[src/rtl/cpu_pkg.sv]
// Shared definitions for the accumulator CPU and its boot loader.
package cpu_pkg;

  localparam int unsigned ADDR_W    = 8;
  localparam int unsigned DATA_W    = 16;
  localparam int unsigned MEM_DEPTH = 256;

  typedef enum logic [2:0] {
    StIdle,
    StBase,
    StCount,
    StHi,
    StLo,
    StChk,
    StDone,
    StErr
  } ld_state_e;

endpackage

[src/rtl/loader_ckadd.sv]
// 8-bit wrapping checksum accumulator; clear has priority over enable.
module loader_ckadd (
  input  logic       clk_i,
  input  logic       rst_ni,
  input  logic       clr_i,
  input  logic       en_i,
  input  logic [7:0] byte_i,
  output logic [7:0] sum_o
);

  logic [7:0] sum_q, sum_d;

  always_comb begin
    sum_d = sum_q;
    if (clr_i) begin
      sum_d = 8'h00;
    end else if (en_i) begin
      sum_d = sum_q + byte_i;
    end
  end

  always_ff @(posedge clk_i or negedge rst_ni) begin
    if (!rst_ni) begin
      sum_q <= 8'h00;
    end else begin
      sum_q <= sum_d;
    end
  end

  assign sum_o = sum_q;

endmodule

[src/rtl/prog_loader.sv]
// Boot loader: parses a BASE/COUNT/words/CHK byte frame into memory writes, then releases the CPU.
module prog_loader
  import cpu_pkg::*;
(
  input  logic              clk_i,
  input  logic              rst_ni,
  input  logic              start_i,
  input  logic              in_valid_i,
  input  logic [7:0]        in_data_i,
  output logic              in_ready_o,
  output logic              mem_we_o,
  output logic [ADDR_W-1:0] mem_addr_o,
  output logic [DATA_W-1:0] mem_wdata_o,
  output logic              cpu_run_o,
  output logic              busy_o,
  output logic              done_o,
  output logic              err_o
);

  ld_state_e state_q, state_d;

  logic [ADDR_W-1:0] ptr_q, ptr_d;
  logic [8:0]        remaining_q, remaining_d;
  logic [7:0]        hi_q, hi_d;
  logic              mem_we_q, mem_we_d;
  logic [ADDR_W-1:0] mem_addr_q, mem_addr_d;
  logic [DATA_W-1:0] mem_wdata_q, mem_wdata_d;
  logic              done_q, done_d;
  logic              err_q, err_d;
  logic              run_q, run_d;

  logic       xfer;
  logic       start_ok;
  logic [7:0] sum;

  assign xfer     = in_valid_i && in_ready_o;
  assign start_ok = start_i && (state_q inside {StIdle, StDone, StErr});

  loader_ckadd u_ckadd (
    .clk_i  (clk_i),
    .rst_ni (rst_ni),
    .clr_i  (start_ok),
    .en_i   (xfer && (state_q != StChk)),
    .byte_i (in_data_i),
    .sum_o  (sum)
  );

  always_ff @(posedge clk_i or negedge rst_ni) begin
    if (!rst_ni) begin
      state_q <= StIdle;
    end else begin
      state_q <= state_d;
    end
  end

  always_comb begin
    state_d = state_q;
    unique case (state_q)
      StIdle, StDone, StErr: if (start_i) state_d = StBase;
      StBase:  if (xfer) state_d = StCount;
      StCount: if (xfer) state_d = StHi;
      StHi:    if (xfer) state_d = StLo;
      StLo:    if (xfer) state_d = (remaining_q == 9'd1) ? StChk : StHi;
      StChk:   if (xfer) state_d = (in_data_i == sum) ? StDone : StErr;
      default: state_d = StIdle;
    endcase
  end

  always_comb begin
    in_ready_o = state_q inside {StBase, StCount, StHi, StLo, StChk};
    busy_o     = in_ready_o;
  end

  always_comb begin
    ptr_d       = ptr_q;
    remaining_d = remaining_q;
    hi_d        = hi_q;
    mem_we_d    = 1'b0;
    mem_addr_d  = mem_addr_q;
    mem_wdata_d = mem_wdata_q;
    done_d      = done_q;
    err_d       = err_q;
    run_d       = run_q;
    if (start_ok) begin
      done_d      = 1'b0;
      err_d       = 1'b0;
      run_d       = 1'b0;
      remaining_d = 9'd0;
    end
    if (xfer) begin
      unique case (state_q)
        StBase:  ptr_d = in_data_i;
        // COUNT of zero encodes a full 256-word load
        StCount: remaining_d = (in_data_i == 8'h00) ? 9'd256 : {1'b0, in_data_i};
        StHi:    hi_d = in_data_i;
        StLo: begin
          mem_wdata_d = {hi_q, in_data_i};
          mem_addr_d  = ptr_q;
          mem_we_d    = 1'b1;
          ptr_d       = ptr_q + 1'b1;
          remaining_d = remaining_q - 9'd1;
        end
        StChk: begin
          done_d = (in_data_i == sum);
          err_d  = (in_data_i != sum);
          run_d  = (in_data_i == sum);
        end
        default: ;
      endcase
    end
  end

  always_ff @(posedge clk_i or negedge rst_ni) begin
    if (!rst_ni) begin
      ptr_q       <= '0;
      remaining_q <= '0;
      hi_q        <= '0;
      mem_we_q    <= 1'b0;
      mem_addr_q  <= '0;
      mem_wdata_q <= '0;
      done_q      <= 1'b0;
      err_q       <= 1'b0;
      run_q       <= 1'b0;
    end else begin
      ptr_q       <= ptr_d;
      remaining_q <= remaining_d;
      hi_q        <= hi_d;
      mem_we_q    <= mem_we_d;
      mem_addr_q  <= mem_addr_d;
      mem_wdata_q <= mem_wdata_d;
      done_q      <= done_d;
      err_q       <= err_d;
      run_q       <= run_d;
    end
  end

  assign mem_we_o    = mem_we_q;
  assign mem_addr_o  = mem_addr_q;
  assign mem_wdata_o = mem_wdata_q;
  assign done_o      = done_q;
  assign err_o       = err_q;
  assign cpu_run_o   = run_q;

endmodule

[config.mk]
export PLATFORM = sky130hd
export DESIGN_NAME = prog_loader
export DESIGN_NICKNAME = d
export VERILOG_FILES = /design/src/rtl/cpu_pkg.sv /design/src/rtl/loader_ckadd.sv /design/src/rtl/prog_loader.sv
export SDC_FILE = /design/constraint.sdc
export NUM_CORES = 1
export LEC_CHECK = 0
export CAP_MARGIN = 20
export CORE_MARGIN = 1.5
export CORE_UTILIZATION = 50
export DETAILED_ROUTE_END_ITERATION = 6
export PLACE_DENSITY = 0.82
export SLEW_MARGIN = 20
export SYNTH_ARGS = -nofsm -noshare
export SYNTH_HDL_FRONTEND = slang
export SYNTH_SLANG_ARGS = --single-unit
[constraint.sdc]
create_clock -name clk_i -period 4.3 [get_ports clk_i]
set_clock_uncertainty 0.2 [all_clocks]
set_input_delay 1.075 -clock clk_i [delete_from_list [all_inputs] [get_ports clk_i]]
set_output_delay 1.075 -clock clk_i [all_outputs]
set_load 0.01 [all_outputs]
==> Yosys cells after proc, flatten, opt, wreduce, memory -nomap -nowiden <==
Cells that the tools add are included.
{ "totals": {"register_bits": 64, "output_inout_bits": 30} }
{ "op_classes": {"addsub": 3, "eq_ne": 17, "mux": 27, "reduce_logical": 14} }
{ "ops": {"columns": ["op", "n"], "rows": [
  ["$mux 9", 3],
  ["$mux 3", 7],
  ["$pmux 3 s6", 1],
  ["$pmux 9 s2", 1],
  ["$mux 8", 2],
  ["$pmux 8 s2", 1],
  ["$eq 3x3->1 const B", 4],
  ["$mux 1", 12],
  ["$ne 2x2->1 const B", 6],
  ["$eq 9x1->1 const B", 1],
  ["$sub 9x1->9 const B", 1],
  ["$add 8x1->8 const B", 1],
  ["$add 8x8->8", 1],
  ["$eq 8x8->1", 1],
  ["$logic_not 8->1", 1],
  ["$ne 8x8->1", 1],
  ["$eq 3x2->1 const B", 2],
  ["$reduce_and 2->1", 3],
  ["$reduce_and 6->1", 1],
  ["$reduce_bool 5->1", 1],
  ["$reduce_bool 2->1", 2],
  ["$eq 3x1->1 const B", 1],
  ["$logic_and 1x1->1", 3],
  ["$logic_not 3->1", 1],
  ["3 further kinds", 3]
]} }

==> Logic depth before layout (Yosys ltp) <==
{ "depth": {"depth_word": 6, "ltp_mapped": 7, "mapped_depth_nobuf": 7} }

==> Cells and area by module <==
A second synthesis with hierarchy kept.
{ "hier_totals": {"hier_cells": 367, "hier_area_um2": 3502.1} }
{ "by_module_without_submodules": {"columns": ["module", "instances", "cells_per_inst", "area_per_inst_um2", "seq_area_each_um2"], "rows": [
  ["prog_loader", 1, 302, 2820.2, 1401.3],
  ["loader_ckadd", 1, 65, 681.9, 200.2]
]} }

==> Worst setup path before layout <==
No wires, ideal clock.
{ "synth_timing": {"kind": "in2reg", "start": "in in_data_i[0]", "end": "reg u_ckadd.sum_q[6], in the netlist u_ckadd.sum_o[6]", "setup_ns": 0.127, "t_arrival_ns": 2.398, "t_required_ns": 3.973, "slack_ns": 1.575, "stages": 7, "n_path_buf": 0, "cell_sequence": "ha_1 fa_1 a211oi_1 o21bai_1 a21oi_1 xor2_1 o21ai_0"} }
{ "synth_between": {"elab_chain_cells": 3} }
{ "synth_lines": {"columns": ["element", "line", "text"], "rows": [
  ["start, declared", "prog_loader.sv:9", "input logic [7:0] in_data_i,"],
  ["$add 8x8->8", "loader_ckadd.sv:18", "sum_d = sum_q + byte_i;"],
  ["$mux 8", "loader_ckadd.sv:17", "end else if (en_i) begin"],
  ["$mux 8", "loader_ckadd.sv:15", "if (clr_i) begin"],
  ["end signal, assigned", "loader_ckadd.sv:26", "sum_q <= sum_d;"],
  ["end, declared", "loader_ckadd.sv:11", "logic [7:0] sum_q, sum_d;"]
]} }
Every way passes these cells. The select of a mux whose other input is x is not followed.
A chain may end at the register's enable or synchronous reset.

==> Worst setup path in the final report <==
Ends and elaborated chain as after synthesis.

==> results.cfg <==
[grt]
grt_overflow = 0
first_global_vias = 2673
antenna_found_initial = 0
grt_pass1_wl_mm = 12.9
grt_util_all_layers_pct = 22.9
grt_max_degree = 30

[yosys]
synth_top_area_share_pct = 48.4
synth_top_flop_cell = dfrtp_1
seq_area_frac_synth_pct = 48.4
ys_top_cells_by_area = dfrtp_1 48%, nand2_1 8.3%, o21ai_0 4.5%
syn-num-nets = 380
ys_seq_elements = 64
synth_edf_count = 0
syn-cell-area_sq_um = 3310
synth-async-reset-ratio_pct = 100
synthCells = 357
yosysTopAreaCell = dfrtp_1
synth_warnings = 0
synth.distinct_cells = 47
syn_area_per_cell_sq_um = 9.28

[route]
final_antenna_net_count = 0
drt_iter0_drc = 177
avgRoutedWirePerCell_um = 15.9
viasPerCell = 5.71
drc = 0
drt_first_pass_iters = 4
num_vias = 2735
wl_mm = 7.61

[floorplan]
die_h_um = 84.4
fp-row-count = 29
die-area_sq_um = 7120
start_util_pct = 51.9
die_w_um = 84.4
ios = 42
coreArea_sq_um = 6390

[clock_network]
htree_levels = 3
postCtsSetupRepairBufs = 0
clk_pin_slew_ns = 0.07
cts_tree = built
root_buffer = clkbuf_8
cts.sinks = 64
cts_buffer_depth = 2
cts_buffers = 9
cts-resized-gates = 0
cts_hold_buf = 0
clkLatencyLatePin_ns = 0.35

[sta]
finalHoldViolations = 0
period_minus_slack_ns = 3.14
setup_viol = 0
finalSetupTns_ns = 0
max_slew_margin_pct = 53.2
rsz0062_at_grt = no
finalMaxSlewViolations = 0
tightest_slew_ns = 0.701
max_freq_ghz = 0.319
whs_ns = 0.268
min_period_over_period_pct = 73.0

[critical_path]
crit_arrival_ns = 3.14
end_kind = flip-flop
path_class = primary input to flip-flop
critical_path.startpoint = in_data_i[0]
start_kind = primary input
r2r_slack_ns = 1.94
required_ns = 4.30
r2r_start = state_q[2]
cp_max_fo = 6

[power_and_ir_drop]
peakVddDrop_uv = 419
p_leak_nw = 1.78
power_density_nw_per_um2 = 760
totalPowerFinal_mw = 3.00

[layout]
syn_to_final_growth_pct = 19.0
nNetsFinal = 420
drive_gt1_share_pct = 10.4
diodes = 0
mostFrequentLayoutCells = 73 x nand2_1, 64 x dfrtp_1, 40 x clkdlybuf4s50_1
final_common_cell = nand2_1

[flow_run]
maxCapViolations = 0

[run_status]
status = complete, no violations

[min_path]
min_from = hi_q[6]
hold_class = flip-flop to flip-flop

[placed_design]
hpwl_mm = 5.18
gp_congestion = 0.945
portBuffers = 41
==> cell type report <==
class                   count  area, sq um
well taps                  77         96.3
flip-flops and latches     64         1600
clock buffers              12          165
fillers                   548         2440
multi-input cells         262         1530
inverters                  13         48.8
clock inverters             4         51.3
repair buffers             47          450
==> worst paths after layout <==
| path | end | cells after the start |
|---|---|---|
| hold reg to reg | mem_wdata_o[14] | 2 |
| max in group asynchronous | u_ckadd.sum_o[4] | 2 |
| setup reg to reg | u_ckadd.sum_o[7] | 4 |
| hold / removal | mem_wdata_o[14] | 2 |
| min in group asynchronous | mem_wdata_o[10] | 1 |
| setup / recovery | u_ckadd.sum_o[6] | 8 |
==> kinds of logic after synthesis <==
| logic type | Yosys count | synth area share (%) |
|---|---|---|
| xor gates and xnor gates | 10 | 2.64 |
| and+or+nand+nor | 143 | 19.9 |
| AOI/OAI and AO/OA | 87 | 15.6 |
| muxes | 11 | 3.66 |
| buffers and inverters | 31 | 5.48 |
| adders and majority gates | 11 | 4.38 |
| DFF | 64 | 48.4 |
==> power breakdown <==
part | switching (mW) | internal [mW] | leakage [nW] | total, mW
combinational | 0.683 | 0.650 | 0.870 | 1.33
clock | 0.241 | 0.315 | 0.109 | 0.556
sequential | 0.232 | 0.877 | 0.803 | 1.11
total | 1.16 | 1.84 | 1.78 | 3.00
==> cell usage after synthesis (all sizes together), types with 3 or more instances <==
cell and count:
nand3 19, a31oi 4, and3 4, and2 3, nor4 4, dfrtp 64, o21ai 40, nor3 6
mux2 9, nor2b 4, xor2 7, inv 13, ha 10, buf 16, nor2 22, a22oi 6
nand2 73, a21oi 19, o211ai 3, xnor2 3
==> registers in the layout, indices dropped and copies added, names as in the netlist <==
name           flops
hi_q               8
mem_wdata_o       16
mem_addr_o         8
u_ckadd.sum_o      8
remaining_q        9
state_q            3
done_o             1
mem_we_o           1
cpu_run_o          1
err_o              1
ptr_q              8
==> routing by layer <==
layer / GRT usage [%] / routed length (um) / up-vias
li1: - / - / 1319
met1: 29.9 / 3430 / 1316
met2: 36.1 / 3600 / 80
met3: 5.41 / 353 / 20
met4: 11.0 / 232 / 0
met5: 0 / 0 / -
==> critical path: stages <==
cell and delay [ns]:
clkdlybuf4s50_1 0.55, ha_1 0.31, fa_1 0.43, a211oi_1 0.26, o21bai_1 0.10, a21oi_1 0.17, xor2_1 0.15, o21ai_0 0.08
==> per-stage QoR <==
step	std cells	cell area, sq um	utilization [%]	setup WS (ns)
floorplan	357	3310	-	1.57
global placement	463	3730	58.3	0.873
detailed placement	463	3730	58.3	0.808
CTS	479	3940	61.7	1.16
global route	479	3940	61.7	0.940
finish	479	3940	61.7	1.16
Power figures use the tool's default switching activity.
